===== src/rtl/intersection_phase_scheduler.sv =====
// Intersection phase scheduler: a Moore FSM that hands right-of-way between
// the highway (default owner), the country road and a pedestrian crossing,
// with yellow and all-red clearance phases and round-robin between country
// and pedestrian service when both are waiting.
// Optional build macro: TSC_PREEMPT_EN adds an emergency-preempt input that
// holds the highway green and cuts short country-green and walk phases.
module intersection_phase_scheduler #(
  parameter int MIN_GREEN       = 4,
  parameter int MAX_CNTRY_GREEN = 8,
  parameter int WALK_TIME       = 6,
  parameter int TMR_W           = 4
) (
  input  logic       clock,
  input  logic       clear,
`ifdef TSC_PREEMPT_EN
  input  logic       preempt,
`endif
  input  logic       car_cntry,
  input  logic       ped_req,
  input  logic [2:0] y2rdelay,
  input  logic [2:0] r2gdelay,
  output logic [1:0] hwy,
  output logic [1:0] cntry,
  output logic       walk,
  output logic       ped_pending,
  output logic [2:0] phase
);

  typedef enum logic [2:0] {
    ST_HG = 3'd0,
    ST_HY = 3'd1,
    ST_AR = 3'd2,
    ST_CG = 3'd3,
    ST_CY = 3'd4,
    ST_PW = 3'd5,
    ST_PC = 3'd6
  } state_t;

  localparam logic [1:0] LAMP_RED    = 2'd0;
  localparam logic [1:0] LAMP_YELLOW = 2'd1;
  localparam logic [1:0] LAMP_GREEN  = 2'd2;

  localparam logic TGT_CNTRY = 1'b0;
  localparam logic TGT_PED   = 1'b1;

  // Last tmr value of each fixed-length phase (a phase of N cycles exits at N-1)
  localparam logic [TMR_W-1:0] L_MIN_GREEN_LAST = TMR_W'(MIN_GREEN - 1);
  localparam logic [TMR_W-1:0] L_CG_LAST        = TMR_W'(MAX_CNTRY_GREEN - 1);
  localparam logic [TMR_W-1:0] L_WALK_LAST      = TMR_W'(WALK_TIME - 1);
  localparam logic [TMR_W-1:0] L_TMR_MAX        = '1;

  state_t           r_state;
  state_t           w_next;
  logic [TMR_W-1:0] r_tmr;
  logic             r_pedPending;
  logic             r_lastServed;
  logic             r_target;
  logic             w_targetNext;
  logic             w_preempt;
  logic [2:0]       w_yellowLast3;
  logic [2:0]       w_redLast3;
  logic [TMR_W-1:0] w_yellowLast;
  logic [TMR_W-1:0] w_redLast;
  logic             w_enterPw;
  logic             w_enterCg;

`ifdef TSC_PREEMPT_EN
  assign w_preempt = preempt;
`else
  assign w_preempt = 1'b0;
`endif

  // A programmed delay of 0 behaves as 1, so the last tmr value is delay-1 floored at 0
  assign w_yellowLast3 = (y2rdelay == 3'd0) ? 3'd0 : (y2rdelay - 3'd1);
  assign w_redLast3    = (r2gdelay == 3'd0) ? 3'd0 : (r2gdelay - 3'd1);
  assign w_yellowLast  = TMR_W'(w_yellowLast3);
  assign w_redLast     = TMR_W'(w_redLast3);

  assign w_enterPw = (w_next == ST_PW) && (r_state != ST_PW);
  assign w_enterCg = (w_next == ST_CG) && (r_state != ST_CG);

  // Next-state and service-target selection
  always_comb begin
    w_next       = r_state;
    w_targetNext = r_target;
    case (r_state)
      ST_HG: begin
        if (!w_preempt && (r_tmr >= L_MIN_GREEN_LAST) && (car_cntry || r_pedPending)) begin
          w_next = ST_HY;
          if (car_cntry && r_pedPending) begin
            w_targetNext = ~r_lastServed;
          end else if (r_pedPending) begin
            w_targetNext = TGT_PED;
          end else begin
            w_targetNext = TGT_CNTRY;
          end
        end
      end
      ST_HY: begin
        if (r_tmr >= w_yellowLast) w_next = ST_AR;
      end
      ST_AR: begin
        if (r_tmr >= w_redLast) begin
          if (w_preempt)                 w_next = ST_PC;
          else if (r_target == TGT_PED)  w_next = ST_PW;
          else                           w_next = ST_CG;
        end
      end
      ST_CG: begin
        if (w_preempt || !car_cntry || (r_tmr >= L_CG_LAST)) w_next = ST_CY;
      end
      ST_CY: begin
        if (r_tmr >= w_yellowLast) w_next = ST_PC;
      end
      ST_PW: begin
        if (w_preempt || (r_tmr >= L_WALK_LAST)) w_next = ST_PC;
      end
      ST_PC: begin
        if (r_tmr >= w_redLast) w_next = ST_HG;
      end
      default: w_next = ST_HG;
    endcase
  end

  // State register and in-state cycle timer that restarts on every transition
  always_ff @(posedge clock) begin
    if (clear) begin
      r_state <= ST_HG;
      r_tmr   <= '0;
    end else begin
      r_state <= w_next;
      if (w_next != r_state) begin
        r_tmr <= '0;
      end else if (r_tmr != L_TMR_MAX) begin
        r_tmr <= r_tmr + TMR_W'(1);
      end
    end
  end

  // Pedestrian latch, service target and round-robin history
  always_ff @(posedge clock) begin
    if (clear) begin
      r_pedPending <= 1'b0;
      r_lastServed <= TGT_PED;
      r_target     <= TGT_CNTRY;
    end else begin
      r_target <= w_targetNext;
      if (w_enterPw) begin
        r_pedPending <= 1'b0;
      end else if (ped_req && (r_state != ST_PW)) begin
        r_pedPending <= 1'b1;
      end
      if (w_enterCg) begin
        r_lastServed <= TGT_CNTRY;
      end else if (w_enterPw) begin
        r_lastServed <= TGT_PED;
      end
    end
  end

  // Signal heads are a pure decode of the registered state
  always_comb begin
    hwy   = LAMP_RED;
    cntry = LAMP_RED;
    walk  = 1'b0;
    case (r_state)
      ST_HG:   hwy   = LAMP_GREEN;
      ST_HY:   hwy   = LAMP_YELLOW;
      ST_CG:   cntry = LAMP_GREEN;
      ST_CY:   cntry = LAMP_YELLOW;
      ST_PW:   walk  = 1'b1;
      default: ;
    endcase
  end

  assign phase       = r_state;
  assign ped_pending = r_pedPending;

endmodule


===== config.mk =====
export PLATFORM = sky130hd
export DESIGN_NAME = intersection_phase_scheduler
export DESIGN_NICKNAME = d
export VERILOG_FILES = /design/src/rtl/intersection_phase_scheduler.sv
export SDC_FILE = /design/constraint.sdc
export NUM_CORES = 1
export LEC_CHECK = 0
export ABC_AREA = 1
export ABC_CLOCK_PERIOD_IN_PS = 2900
export CORE_UTILIZATION = 51
export CTS_BUF_LIST = sky130_fd_sc_hd__clkbuf_4 sky130_fd_sc_hd__clkbuf_8 sky130_fd_sc_hd__clkbuf_16
export DETAILED_ROUTE_END_ITERATION = 10
export HOLD_SLACK_MARGIN = 0.12
export PLACE_DENSITY_LB_ADDON = 0.3
export SYNTH_ARGS = -nofsm -noshare
export SYNTH_HDL_FRONTEND = slang
export SYNTH_SLANG_ARGS = --single-unit
export TNS_END_PERCENT = 100

===== constraint.sdc =====
create_clock -name clock -period 2.9 [get_ports clock]
set_clock_uncertainty 0.2 [all_clocks]
set_input_delay 0.87 -clock clock [delete_from_list [all_inputs] [get_ports clock]]
set_output_delay 0.87 -clock clock [all_outputs]
set_load 0.005 [all_outputs]

==> impl_results.md <==
* Iter 0 DRT Violations at 40
* DR pass1 iterations at 4
* # port buffers at 18
* Die Ht at 46.1 um
* Nature of the critical path endpoint: flop
* Unrepaired setup endpoints after global routing: false
* CTS tree: built
* Critical path arrival at 2.68 ns
* Cell variety after synth at 22
* Fin. max-slew vios at 0
* Drt wl/cell at 11.7 um
* Slowest cell on the critical path: clkdlybuf4s50_1
* Total GRT Usage at 22.6%
* Most frequent cells in the layout: 30 x nand2_1, 23 x inv_1, 14 x nor2_1
* Initial antenna violation count at 0
* Commonest non-fill, non-tap cell in the layout: nand2_1
* Worst hold-check path type: flop to flop
* CP peak stage delay at 0.48 ns
* WP data required at 2.84 ns
* Clock-pin slew on the worst setup and hold paths at 0.07 ns
* Clock sink count at 10
* Largest net degree at the start of global routing at 11
* Placed instance area at 0.00123 mm^2
* Die width at 46.1 um
* Drt total wl at 2380 um
* Initial Util at 55.6%
* Yosys reg bits at 10
* Total Power Consumption at 726 uW
* Synthesis Warnings at 0
* Mapped Nets at 173
* Avg Cell Area, Syn at 6.61 um^2
* Area Growth Syn to Fin at 34.2%
* Cells after synthesis at 150
* FMAX at 366 MHz
* Core area at 0.00178 mm^2
* Crit-path max FO at 4
* Total grt overflow at 0
* Final cell count without fillers at 203
* FILL cells at 164
* DRT antenna net count at 0
* Die footprint at 0.00213 mm^2
* Worst-skew pair later-pin latency at 0.27 ns
* Fraction of layout cells with a size suffix above 1 at 25.8%
* H-tree levels at 1
* Sequence of cells on the critical path: clkdlybuf4s50_1, inv_1, ha_1, nor2_1, ha_1, nand4_1, nand4_1, nand3_2, nand2_1, nand2_1, clkinv_2, nand2_4, nor3_2
* Part of the cycle the worst path needs at 94.3%
* Max-cap viol count at 0
* Final Hold Violating Endpoints at 0
* Final setup margin at 0.164 ns
* Diode count at 0
* Leak at 0.715 nW
* Final setup viols at 0
* First-pass GRT wire length at 3410 um
* Sequential-to-total area share from yosys stat at 20.2%
* TritonCTS Buffers at 3
* Rel. slew slack at 74.7%
* Inst Count DP at 197
* Final instance area at 0.00133 mm^2
* Power per standard cell area at 546 mW/mm^2
* Slew at the pin closest to its max-slew limit at 0.375 ns
* Via count at 1028
* CTS max path bufs at 2
* CP startpoint kind: input port
* DP HPWL at 1760 um
* Pre-CTS WS at -0.260 ns
* Root Driver: clkbuf_4
* # IOs at 19
* Synthesized area at 992 um^2
* Cells on worst reg2reg path at 12
* Hold buffers post-CTS at 0
* Worst vdd ir at 0.000308 V
* Min cycle time layout at 2.74 ns
* Vias in the first global route at 869
* Worst Hold Depth at 2
* Final core occ at 74.7%
* Final nets at 202
* Vias/cell at 5.06
* CP Class: input port to flop
* Gp weighted congestion at 0.931
* DRC viols at 0
* Status: finished clean
* Cell Rows at 15
-- worst max-delay path, delay by kind of cell --
family / cells / cell delay, ns
simple gates: 8 / 0.76
buf+inv: 3 / 0.60
fa+ha+maj: 2 / 0.42
-- state kept, by name (all words and copies together), names as in the netlist --
| signal | flops |
|---|---|
| r_tmr | 4 |
| phase | 3 |
| r_target | 1 |
| ped_pending | 1 |
| r_lastServed | 1 |
-- per-layer routing --
metal / wire [um] / track usage, % / vias to the layer above
met5: 0 / 0 / -
met4: 23 / 8.82 / 0
met3: 155 / 2.35 / 4
met2: 1190 / 40.6 / 45
met1: 1010 / 27.1 / 448
li1: - / - / 531
-- path summary, 6_finish.rpt --
kind | from | end | slack [ns]
max | y2rdelay[2] | r_tmr[3]$_SDFFE_PP0P_ | 0.16
min | r_lastServed$_SDFFE_PP1P_ | r_lastServed$_SDFFE_PP1P_ | 0.28
max reg2reg | r_tmr[0]$_SDFFE_PP0P_ | r_tmr[3]$_SDFFE_PP0P_ | 0.93
min reg2reg | r_lastServed$_SDFFE_PP1P_ | r_lastServed$_SDFFE_PP1P_ | 0.28
-- synth_stat cells --
library cell | count | share of area [%]
a21oi_1 | 8 | 4.0
buf_6 | 1 | 1.1
clkinv_2 | 1 | 0.50
dfxtp_1 | 10 | 20
ha_1 | 13 | 16
inv_1 | 24 | 9.1
inv_2 | 6 | 2.3
nand2_1 | 33 | 12
nand2_2 | 3 | 1.9
nand2_4 | 1 | 1.1
nand3_1 | 7 | 3.5
nand3_2 | 4 | 4.0
nand3_4 | 1 | 1.8
nand4_1 | 5 | 3.2
nor2_1 | 17 | 6.4
nor2_2 | 4 | 2.5
nor3_1 | 1 | 0.50
nor3_2 | 5 | 5.0
o21a_1 | 1 | 0.76
o21ai_0 | 3 | 1.5
o21bai_1 | 1 | 0.76
xor2_1 | 1 | 0.88
-- cell type report --
type	count	area (um^2)	area share (%)
well taps	25	31.3	2.35
inverters	31	118	8.83
repair buffers	25	245	18.4
multi-input cells	108	701	52.6
flip-flops and latches	10	200	15.0
clock buffers	4	36.3	2.73
-- stage by stage --
step	hold slack (ns)	TNS, ns
floorplan	0.229	0
global placement	0.262	-0.640
detailed placement	0.256	-1.40
CTS	0.274	0
global route	0.304	0
finish	0.281	0
-- timing repair --
item,4_1_cts,5_1_grt
resized for setup,2,16
pin swaps,0,6
cloned,0,0
buffers inserted,0,2
endpoints found under the setup margin,3,8
-- power breakdown --
| group | total, mW | internal [mW] | switching (mW) |
|---|---|---|---|
| sequential | 0.188 | 0.160 | 0.0277 |
| combinational | 0.411 | 0.175 | 0.236 |
| clock | 0.127 | 0.0763 | 0.0508 |
-- cells by family (layout without fill, tap and decap cells) --
kind of cell	after synthesis	count (layout)	share of synthesized area [%]
simple gates	81	81	42.5
buf+inv	32	60	13.0
fa+ha+maj	13	13	16.4
compound gates	13	13	7.06
flops	10	10	20.2
xor+xnor	1	1	0.883
Note: power is estimated with default switching activity, not from simulation.
